File: src/rtl/instr_encoder_loader_pkg.sv
// Shared encodings for the instruction encoder/loader: command ops, RV32I
// opcodes and funct3 values, and the loader state type.
package instr_encoder_loader_pkg;

  typedef enum logic [3:0] {
    CmdAddi = 4'd0,
    CmdXori = 4'd1,
    CmdOri  = 4'd2,
    CmdAndi = 4'd3,
    CmdAdd  = 4'd4,
    CmdXor  = 4'd5,
    CmdOr   = 4'd6,
    CmdAnd  = 4'd7,
    CmdSw   = 4'd8,
    CmdBeq  = 4'd9,
    CmdBne  = 4'd10
  } cmd_op_e;

  localparam logic [6:0] OpcodeOpImm  = 7'b0010011;
  localparam logic [6:0] OpcodeOpReg  = 7'b0110011;
  localparam logic [6:0] OpcodeStore  = 7'b0100011;
  localparam logic [6:0] OpcodeBranch = 7'b1100011;

  localparam logic [2:0] F3Add = 3'b000;
  localparam logic [2:0] F3Xor = 3'b100;
  localparam logic [2:0] F3Or  = 3'b110;
  localparam logic [2:0] F3And = 3'b111;
  localparam logic [2:0] F3Sw  = 3'b010;
  localparam logic [2:0] F3Beq = 3'b000;
  localparam logic [2:0] F3Bne = 3'b001;

  typedef enum logic [2:0] {
    StIdle,
    StLoad,
    StWrite,
    StDone,
    StErr
  } state_e;

endpackage

File: src/rtl/instr_encode.sv
// Combinational encoder: symbolic command fields -> 32-bit RV32I word.
// illegal flags unknown ops and branch offsets outside -1024..1023 words.
module instr_encode
  import instr_encoder_loader_pkg::*;
(
  input  logic [3:0]  op,
  input  logic [4:0]  rd,
  input  logic [4:0]  rs1,
  input  logic [4:0]  rs2,
  input  logic [11:0] imm,
  output logic [31:0] word,
  output logic        illegal
);

  logic [2:0] alu_f3;

  // Pick the ALU funct3 shared by the I-type and R-type forms.
  always_comb begin
    alu_f3 = F3Add;
    case (op)
      CmdAddi, CmdAdd: alu_f3 = F3Add;
      CmdXori, CmdXor: alu_f3 = F3Xor;
      CmdOri,  CmdOr:  alu_f3 = F3Or;
      CmdAndi, CmdAnd: alu_f3 = F3And;
      default:         alu_f3 = F3Add;
    endcase
  end

  // Assemble the instruction word for the selected format.
  always_comb begin
    word    = '0;
    illegal = 1'b0;
    case (op)
      CmdAddi, CmdXori, CmdOri, CmdAndi: begin
        word = {imm, rs1, alu_f3, rd, OpcodeOpImm};
      end
      CmdAdd, CmdXor, CmdOr, CmdAnd: begin
        word = {7'b0000000, rs2, rs1, alu_f3, rd, OpcodeOpReg};
      end
      CmdSw: begin
        word = {imm[11:5], rs2, rs1, F3Sw, imm[4:0], OpcodeStore};
      end
      CmdBeq, CmdBne: begin
        // Byte offset b = {imm[10:0], 2'b00}: b[12]=imm[10], b[11]=imm[9],
        // b[10:5]=imm[8:3], b[4:1]={imm[2:0], 0}.
        word = {imm[10], imm[8:3], rs2, rs1, (op == CmdBeq) ? F3Beq : F3Bne,
                imm[2:0], 1'b0, imm[9], OpcodeBranch};
        // Offset must survive the shift into a 13-bit signed byte offset.
        illegal = imm[11] ^ imm[10];
      end
      default: illegal = 1'b1;
    endcase
  end

endmodule

File: src/rtl/instr_encoder_loader.sv
// Program loader: accepts symbolic commands over valid/ready, encodes them
// and writes consecutive instruction-memory words starting at BASE.
module instr_encoder_loader
  import instr_encoder_loader_pkg::*;
#(
  parameter int unsigned AW   = 5,
  parameter int unsigned BASE = 0
) (
  input  logic          clk,
  input  logic          rst,
  input  logic          start,
  input  logic          cmd_valid,
  output logic          cmd_ready,
  input  logic [3:0]    cmd_op,
  input  logic [4:0]    cmd_rd,
  input  logic [4:0]    cmd_rs1,
  input  logic [4:0]    cmd_rs2,
  input  logic [11:0]   cmd_imm,
  input  logic          cmd_last,
  output logic          imem_we,
  output logic [AW-1:0] imem_addr,
  output logic [31:0]   imem_wdata,
  output logic          busy,
  output logic          done,
  output logic          err,
  output logic [AW:0]   count
);

  localparam logic [AW-1:0] BaseAddr = AW'(BASE);
  localparam logic [AW-1:0] LastAddr = {AW{1'b1}};

  state_e        state_q, state_d;
  logic [AW-1:0] addr_q, addr_d;
  logic [31:0]   wdata_q, wdata_d;
  logic [AW:0]   count_q, count_d;
  logic          last_q, last_d;

  logic [31:0]   enc_word;
  logic          enc_illegal;

  instr_encode u_encode (
    .op      (cmd_op),
    .rd      (cmd_rd),
    .rs1     (cmd_rs1),
    .rs2     (cmd_rs2),
    .imm     (cmd_imm),
    .word    (enc_word),
    .illegal (enc_illegal)
  );

  // State and datapath registers; synchronous reset.
  always_ff @(posedge clk) begin
    if (rst) begin
      state_q <= StIdle;
      addr_q  <= BaseAddr;
      wdata_q <= '0;
      count_q <= '0;
      last_q  <= 1'b0;
    end else begin
      state_q <= state_d;
      addr_q  <= addr_d;
      wdata_q <= wdata_d;
      count_q <= count_d;
      last_q  <= last_d;
    end
  end

  // Next-state logic and Moore-style outputs.
  always_comb begin
    state_d   = state_q;
    addr_d    = addr_q;
    wdata_d   = wdata_q;
    count_d   = count_q;
    last_d    = last_q;
    cmd_ready = 1'b0;
    imem_we   = 1'b0;
    busy      = 1'b0;
    done      = 1'b0;
    err       = 1'b0;
    case (state_q)
      StIdle, StDone, StErr: begin
        done = (state_q == StDone);
        err  = (state_q == StErr);
        if (start) begin
          state_d = StLoad;
          addr_d  = BaseAddr;
          count_d = '0;
        end
      end
      StLoad: begin
        cmd_ready = 1'b1;
        busy      = 1'b1;
        if (cmd_valid) begin
          if (enc_illegal) begin
            state_d = StErr;
          end else begin
            wdata_d = enc_word;
            last_d  = cmd_last;
            state_d = StWrite;
          end
        end
      end
      StWrite: begin
        busy = 1'b1;
        // A reset landing on the write cycle must not reach memory.
        imem_we = ~rst;
        count_d = count_q + 1'b1;
        if (last_q) begin
          state_d = StDone;
        end else if (addr_q == LastAddr) begin
          state_d = StErr;
        end else begin
          addr_d  = addr_q + 1'b1;
          state_d = StLoad;
        end
      end
      default: state_d = StIdle;
    endcase
  end

  assign imem_addr  = addr_q;
  assign imem_wdata = wdata_q;
  assign count      = count_q;

endmodule

File: config.mk
export PLATFORM = sky130hd
export DESIGN_NAME = instr_encoder_loader
export DESIGN_NICKNAME = d
export VERILOG_FILES = /design/src/rtl/instr_encoder_loader_pkg.sv /design/src/rtl/instr_encode.sv /design/src/rtl/instr_encoder_loader.sv
export SDC_FILE = /design/constraint.sdc
export NUM_CORES = 1
export LEC_CHECK = 0
export CAP_MARGIN = 20
export CORE_MARGIN = 1.5
export CORE_UTILIZATION = 43
export CTS_CLUSTER_DIAMETER = 120
export DETAILED_ROUTE_END_ITERATION = 6
export HOLD_SLACK_MARGIN = 0.05
export PLACE_DENSITY = 0.8
export SLEW_MARGIN = 10
export SYNTH_ARGS = -nofsm -noshare
export SYNTH_HDL_FRONTEND = slang
export SYNTH_SLANG_ARGS = --single-unit
File: constraint.sdc
create_clock -name clk -period 3.1 [get_ports clk]
set_clock_uncertainty 0.1 [all_clocks]
set_input_delay 0.62 -clock clk [delete_from_list [all_inputs] [get_ports clk]]
set_output_delay 0.62 -clock clk [all_outputs]
set_load 0.05 [all_outputs]
=== Word level (Yosys, flattened, before mapping) ===
Memories as Yosys holds them, arrays and structs flattened.
Cells that the tools add are included.

* Register bits after elaboration: 47
* Latch bits: 0
* Bits in writable memories: 0
* ROM bits: 24
* Output and inout port bits: 48
* Word-level logic and storage cells: 64
* Memories: 1

* $add $sub $neg: 2
* Multipliers: 0
* Div/mod/pow operators: 0
* Magnitude comparators: 0
* Equality and inequality tests: 19
* Shifts and indexed selects: 0
* Mux-type cells: 21
* Bitwise logic cells: 3
* Reduce and logical (&&, ||, !) cells: 13

{| class="wikitable"
|+ Memory list
! name !! words !! bits a word !! rd ports !! clocked after Yosys merged registers in !! write ports !! RTL line !! RTL
|-
| (no name shown) || 8 || 3 || 1 || 0 || 0 || instr_encode.sv:20 || <nowiki>case (op)</nowiki>
|}

{| class="wikitable"
|+ Operators with widths
! cell !! number
|-
| 32-bit case mux with 4 select lines || 1
|-
| 3-bit 2-to-1 mux || 6
|-
| 4-bit by 3-bit equality test with 1-bit output (second input constant) || 4
|-
| 5-bit 2-to-1 mux || 3
|-
| 4-bit equality test (second input constant) || 3
|-
| 6-bit case mux with 2 select lines || 1
|-
| 5-bit case mux with 2 select lines || 1
|-
| 3-bit case mux with 3 select lines || 1
|-
| 9-bit OR reduction || 1
|-
| 4-bit by 2-bit equality test with 1-bit output (second input constant) || 2
|-
| 2-bit != test (second input constant) || 4
|-
| 4-bit OR reduction || 2
|-
| 6-bit by 1-bit adder with 6-bit output (second input constant) || 1
|-
| 3-bit by 2-bit equality test with 1-bit output (second input constant) || 2
|-
| 1-bit 2-to-1 mux || 6
|-
| 6-bit 2-to-1 mux || 1
|-
| 5-bit by 1-bit adder with 5-bit output (second input constant) || 1
|-
| 5-bit equality test (second input constant) || 1
|-
| 4-bit by 1-bit equality test with 1-bit output (second input constant) || 1
|-
| 4-bit zero test || 1
|-
| 2-bit AND reduction || 2
|-
| 4-bit AND reduction || 1
|-
| 2-bit OR reduction || 2
|-
| 3-bit by 1-bit equality test with 1-bit output (second input constant) || 1
|-
| other kinds (8) || 9
|}

=== Longest topological paths before layout ===
Gate-level depths: netlist of the first run.

* Depth after elaboration: 6
* Depth in mapped cells: 8
* Depth with buffers taken out: 8

=== Modules after synthesis ===
A second synthesis of the first run with hierarchy kept.

* Cell total of the unflattened synthesis: 308
* Area, all modules: 2377.3 um^2

{| class="wikitable"
|+ By module, submodules not included
! module !! times used !! cells an instance !! area an instance (um^2) !! seq. area each (um^2)
|-
| instr_encoder_loader || 1 || 246 || 1953.1 || 940.9
|-
| instr_encode || 1 || 62 || 424.2 || 0.0
|}

=== Worst setup path before layout of the first run ===
OpenSTA, ideal clock, no wires.

* Kind: reg2reg
* Start point: register addr_q[0], in the netlist imem_addr[0]
* End point: register addr_q[2], in the netlist imem_addr[2]
* Library setup time: 70 ps
* Arrival time: 2606 ps
* Required time: 2930 ps
* Path slack: 323 ps
* Cell stages (with the launch flop): 8
* Path buffers: 0
* Period minus slack after synthesis: 2777 ps
* Path through: dfxtp_1 > ha_1 > and3_1 > ha_1 > or4b_1 > or4b_1 > or3b_1 > a21oi_1

* Longest elaborated chain between the ends: 4
* Elaborated cells on any way between the ends: 7
* Classes of those cells: add/sub: 1; eq/ne: 2; mux: 3; reduce/logical: 1

{| class="wikitable"
|+ RTL lines
! element !! RTL line !! RTL
|-
| from (decl) || instr_encoder_loader.sv:33 || <nowiki>logic [AW-1:0] addr_q, addr_d;</nowiki>
|-
| from (signal assigned) || instr_encoder_loader.sv:55 || <nowiki>addr_q <= BaseAddr;</nowiki>
|-
| from (signal assigned) || instr_encoder_loader.sv:61 || <nowiki>addr_q <= addr_d;</nowiki>
|-
| 5-bit by 1-bit adder with 5-bit output || instr_encoder_loader.sv:113 || <nowiki>addr_d = addr_q + 1'b1;</nowiki>
|-
| 5-bit 2-to-1 mux || instr_encoder_loader.sv:110 || <nowiki>end else if (addr_q == LastAddr) begin</nowiki>
|-
| 5-bit 2-to-1 mux || instr_encoder_loader.sv:108 || <nowiki>if (last_q) begin</nowiki>
|-
| 5-bit case mux with 2 select lines || instr_encoder_loader.sv:80 || <nowiki>case (state_q)</nowiki>
|}

Several ways; a longest one is shown, not always the timed one. The select of a mux whose other input is x is not followed.
A chain may end at the register's enable or synchronous reset.

=== Final worst setup path of the first run ===
* Start point: register state_q[0]
* End point: output port busy

* Longest elaborated chain between the ends: 3
* Elaborated cells on any way between the ends: 4
* Classes of those cells: eq/ne: 2; mux: 1; reduce/logical: 1

{| class="wikitable"
|+ RTL lines
! element !! RTL line !! RTL
|-
| from (decl) || instr_encoder_loader.sv:32 || <nowiki>state_e state_q, state_d;</nowiki>
|-
| from (signal assigned) || instr_encoder_loader.sv:54 || <nowiki>state_q <= StIdle;</nowiki>
|-
| from (signal assigned) || instr_encoder_loader.sv:60 || <nowiki>state_q <= state_d;</nowiki>
|-
| 3-bit by 2-bit equality test with 1-bit output or 3-bit by 1-bit equality test with 1-bit output (tied branches) || instr_encoder_loader.sv:80 ||
|-
| 2-bit OR reduction (no line) * || -- ||
|-
| 1-bit 2-to-1 mux * || instr_encoder_loader.sv:80 ||
|-
| to (decl) || instr_encoder_loader.sv:23 || <nowiki>output logic busy,</nowiki>
|}

Mark *: on every way between the ends. The rest lies on a longest branch, timed or not.

==> impl_metrics.json, run 1 <==
{
  "synth.area.top_cells": "dfxtp_1 42%, a21oi_1 7.7%, nor2_1 7.2%, a222oi_1 6.7%, nand2_1 4.1%",
  "timing.fmax_ghz": 0.349,
  "ys_types": 39,
  "viasPerCell": 5.61,
  "dr.pass1.iters": 5,
  "relSlewSlack": 0.621,
  "initial_utilization": 0.444,
  "route.detailed.drc": 0,
  "layout-drive-gt1-share": 0.0655,
  "startpoint_type": "flop",
  "place_congestion": 0.829,
  "rows": 25,
  "post_cts_buffers": 0,
  "grtUsageTotal": 0.211,
  "maxCapViolCount": 0,
  "fin_setup_tns_ps": 0,
  "synth_cells": 254,
  "hpwlAfterDp_um": 4110,
  "area_delta_synth_final_pct": 46.8,
  "status": "complete, no violations",
  "slew_violations": 0,
  "cts.sinks": 44,
  "root_buffer": "clkbuf_8",
  "rsz0062_at_grt": "no",
  "worstPathMaxFanout": 12,
  "worstPathArrival_ps": 2150,
  "cts_tree": "done",
  "ys_seq_elements": 44,
  "clk_latency_ps": 290,
  "period_minus_slack_ps": 2870,
  "synth_top_area_frac": 0.423,
  "grt_max_degree": 45,
  "grt_pass1_wl_um": 8690,
  "hold_class": "reg -> reg",
  "grt-ovfl-total": 0,
  "diodes": 0,
  "clkTransAtPathRegs_ps": 80,
  "drt_iter0_markers": 145,
  "power.total_w": 0.00122,
  "synth_area_per_cell_um2": 8.20,
  "fin_ws_ps": 233,
  "wl_um": 5580,
  "pin_count": 84,
  "yosysTopAreaCell": "dfxtp_1",
  "hold_viol_final": 0,
  "die_w_um": 72.6,
  "finalCritPeriodShare": 0.925,
  "critical_path_required_ps": 2380,
  "clock_path_buffers": 2,
  "finalSetupViolCount": 0,
  "hold_slack_ps": 361,
  "yosys_warnings": 0,
  "criticalPathCategory": "reg -> out",
  "cts_max_level": 2,
  "dpl_cell_area_um2": 2980,
  "ir_worst_vdd_mv": 0.296,
  "core-area_um2": 4690,
  "io_buffers": 81,
  "cts_resized": 0,
  "wl_per_cell_um": 14.3,
  "dp_slack_ps": 376,
  "hold_buffers": 0,
  "grt_pass1_vias": 1910,
  "fin_area_um2": 3060,
  "antenna_found_initial": 0,
  "synth_area_um2": 2080,
  "p_leak_nw": 1.08,
  "nNetsFinal": 375,
  "die_y_um": 72.6,
  "dieArea_um2": 5270,
  "drtAntennaViolNets": 0,
  "worst_slew_pin_slew_ps": 563,
  "yosysSeqAreaShare": 0.423,
  "p_per_area_nw_per_um2": 400,
  "critPathCaptureType": "output port",
  "via_count": 2187,
  "cts_buffers": 5
}
[worst max-delay path, stage by stage, from the launching register on]
cell and delay (ps):
dfxtp_1 520, nor3b_2 390, nand2b_1 150, clkdlybuf4s50_1 790
[where the power goes]
part           internal [W]  leakage, nW  total (W)  switching, W
clock network      0.000153       0.0400   0.000342      0.000190
registers          0.000582        0.356   0.000596     0.0000144
logic              0.000118        0.682   0.000284      0.000166
total              0.000853         1.08    0.00122      0.000370
[sequential cells by signal, indices dropped and copies added, names as in the netlist]
register    flops
imem_wdata     29
count           6
last_q          1
state_q         3
imem_addr       5
[cell usage after synthesis (all sizes together)]
library cell	n
a221oi	3
a22oi	2
nor4	1
o21bai	1
nand2	23
buf	5
o21a	1
o311ai	1
clkinv	1
mux2i	1
nand3b	4
a21oi	32
a222oi	14
and2	6
conb	1
xnor2	1
xor2	1
maj3	1
a21o	1
and3	1
o2bb2ai	1
nand3	6
ha	3
nor2	40
nand2b	8
o21ai	8
nor3b	4
a211oi	8
or3	5
nor3	6
or3b	1
nor2b	2
or4b	2
dfxtp	44
clkbuf	13
or2	1
a211o	1
[per-stage QoR]
stage	util	instances
2_1_floorplan	-	255
3_3_place_gp	0.634	383
3_5_place_dp	0.634	383
4_1_cts	0.651	390
5_1_grt	0.651	390
6_report	0.651	390
[per-layer routing]
layer | routed length, µm | part of all wire | vias to the layer above | global-route usage
li1 | - | - | 1084 | -
met1 | 2430 | 0.44 | 1022 | 0.260
met2 | 2670 | 0.48 | 73 | 0.346
met3 | 404 | 0.072 | 8 | 0.0760
met4 | 74 | 0.013 | 0 | 0.0671
met5 | 0 | 0 | - | 0
[layout by cell type (no fill, tap or decap), drive strengths merged, types with 6 or more instances in the layout]
cell           synthesis  routed
nand2                 23      23
a21oi                 32      32
nand3                  6       6
o21ai                  8       8
nor2                  40      40
clkdlybuf4s50          0      80
and2                   6       6
dfxtp                 44      44
a211oi                 8       8
buf                    5      12
nand2b                 8       8
nor3                   6       6
a222oi                14      14
[final timing paths]
| kind | startpoint | cells after the start | slack, ps | end |
|---|---|---|---|---|
| worst min-delay path | imem_wdata[16] | 2 | 360 | imem_wdata[16] |
| worst max register to register | imem_addr[0] | 7 | 410 | imem_addr[2] |
| worst min register to register | imem_wdata[16] | 2 | 360 | imem_wdata[16] |
| worst max-delay path | state_q[0] | 3 | 230 | busy |
[kinds of logic after synthesis]
group | after synthesis | synth area share
AOI/OAI and AO/OA | 73 | 0.236
xor gates and xnor gates | 2 | 0.00841
buffers and inverters | 19 | 0.0409
adders and majority gates | 4 | 0.0228
DFF | 44 | 0.423
muxes | 1 | 0.00481
other | 1 | 0.00180
and+or+nand+nor | 110 | 0.263
[final cells by class]
class | count | area, µm²
timing repair buffer | 92 | 903
inverter | 1 | 3.75
multi-input combinational | 192 | 1120
sequential | 44 | 881
tap | 54 | 67.6
clock buffer | 5 | 68.8
clock inverter | 2 | 12.5
fill | 408 | 1640
Power figures use the tool's default switching activity.
==> run 2: changes to the inputs <==
--- a/config.mk
+++ b/config.mk
@@ -12,6 +12,7 @@
 export DETAILED_ROUTE_END_ITERATION = 6
 export HOLD_SLACK_MARGIN = 0.05
 export PLACE_DENSITY = 0.8
+export SKIP_LAST_GASP = 1
 export SLEW_MARGIN = 10
 export SYNTH_ARGS = -nofsm -noshare
 export SYNTH_HDL_FRONTEND = slang
==> results of run 2 <==
No change in the layout: final DEF, timing and power equal those of run 1.
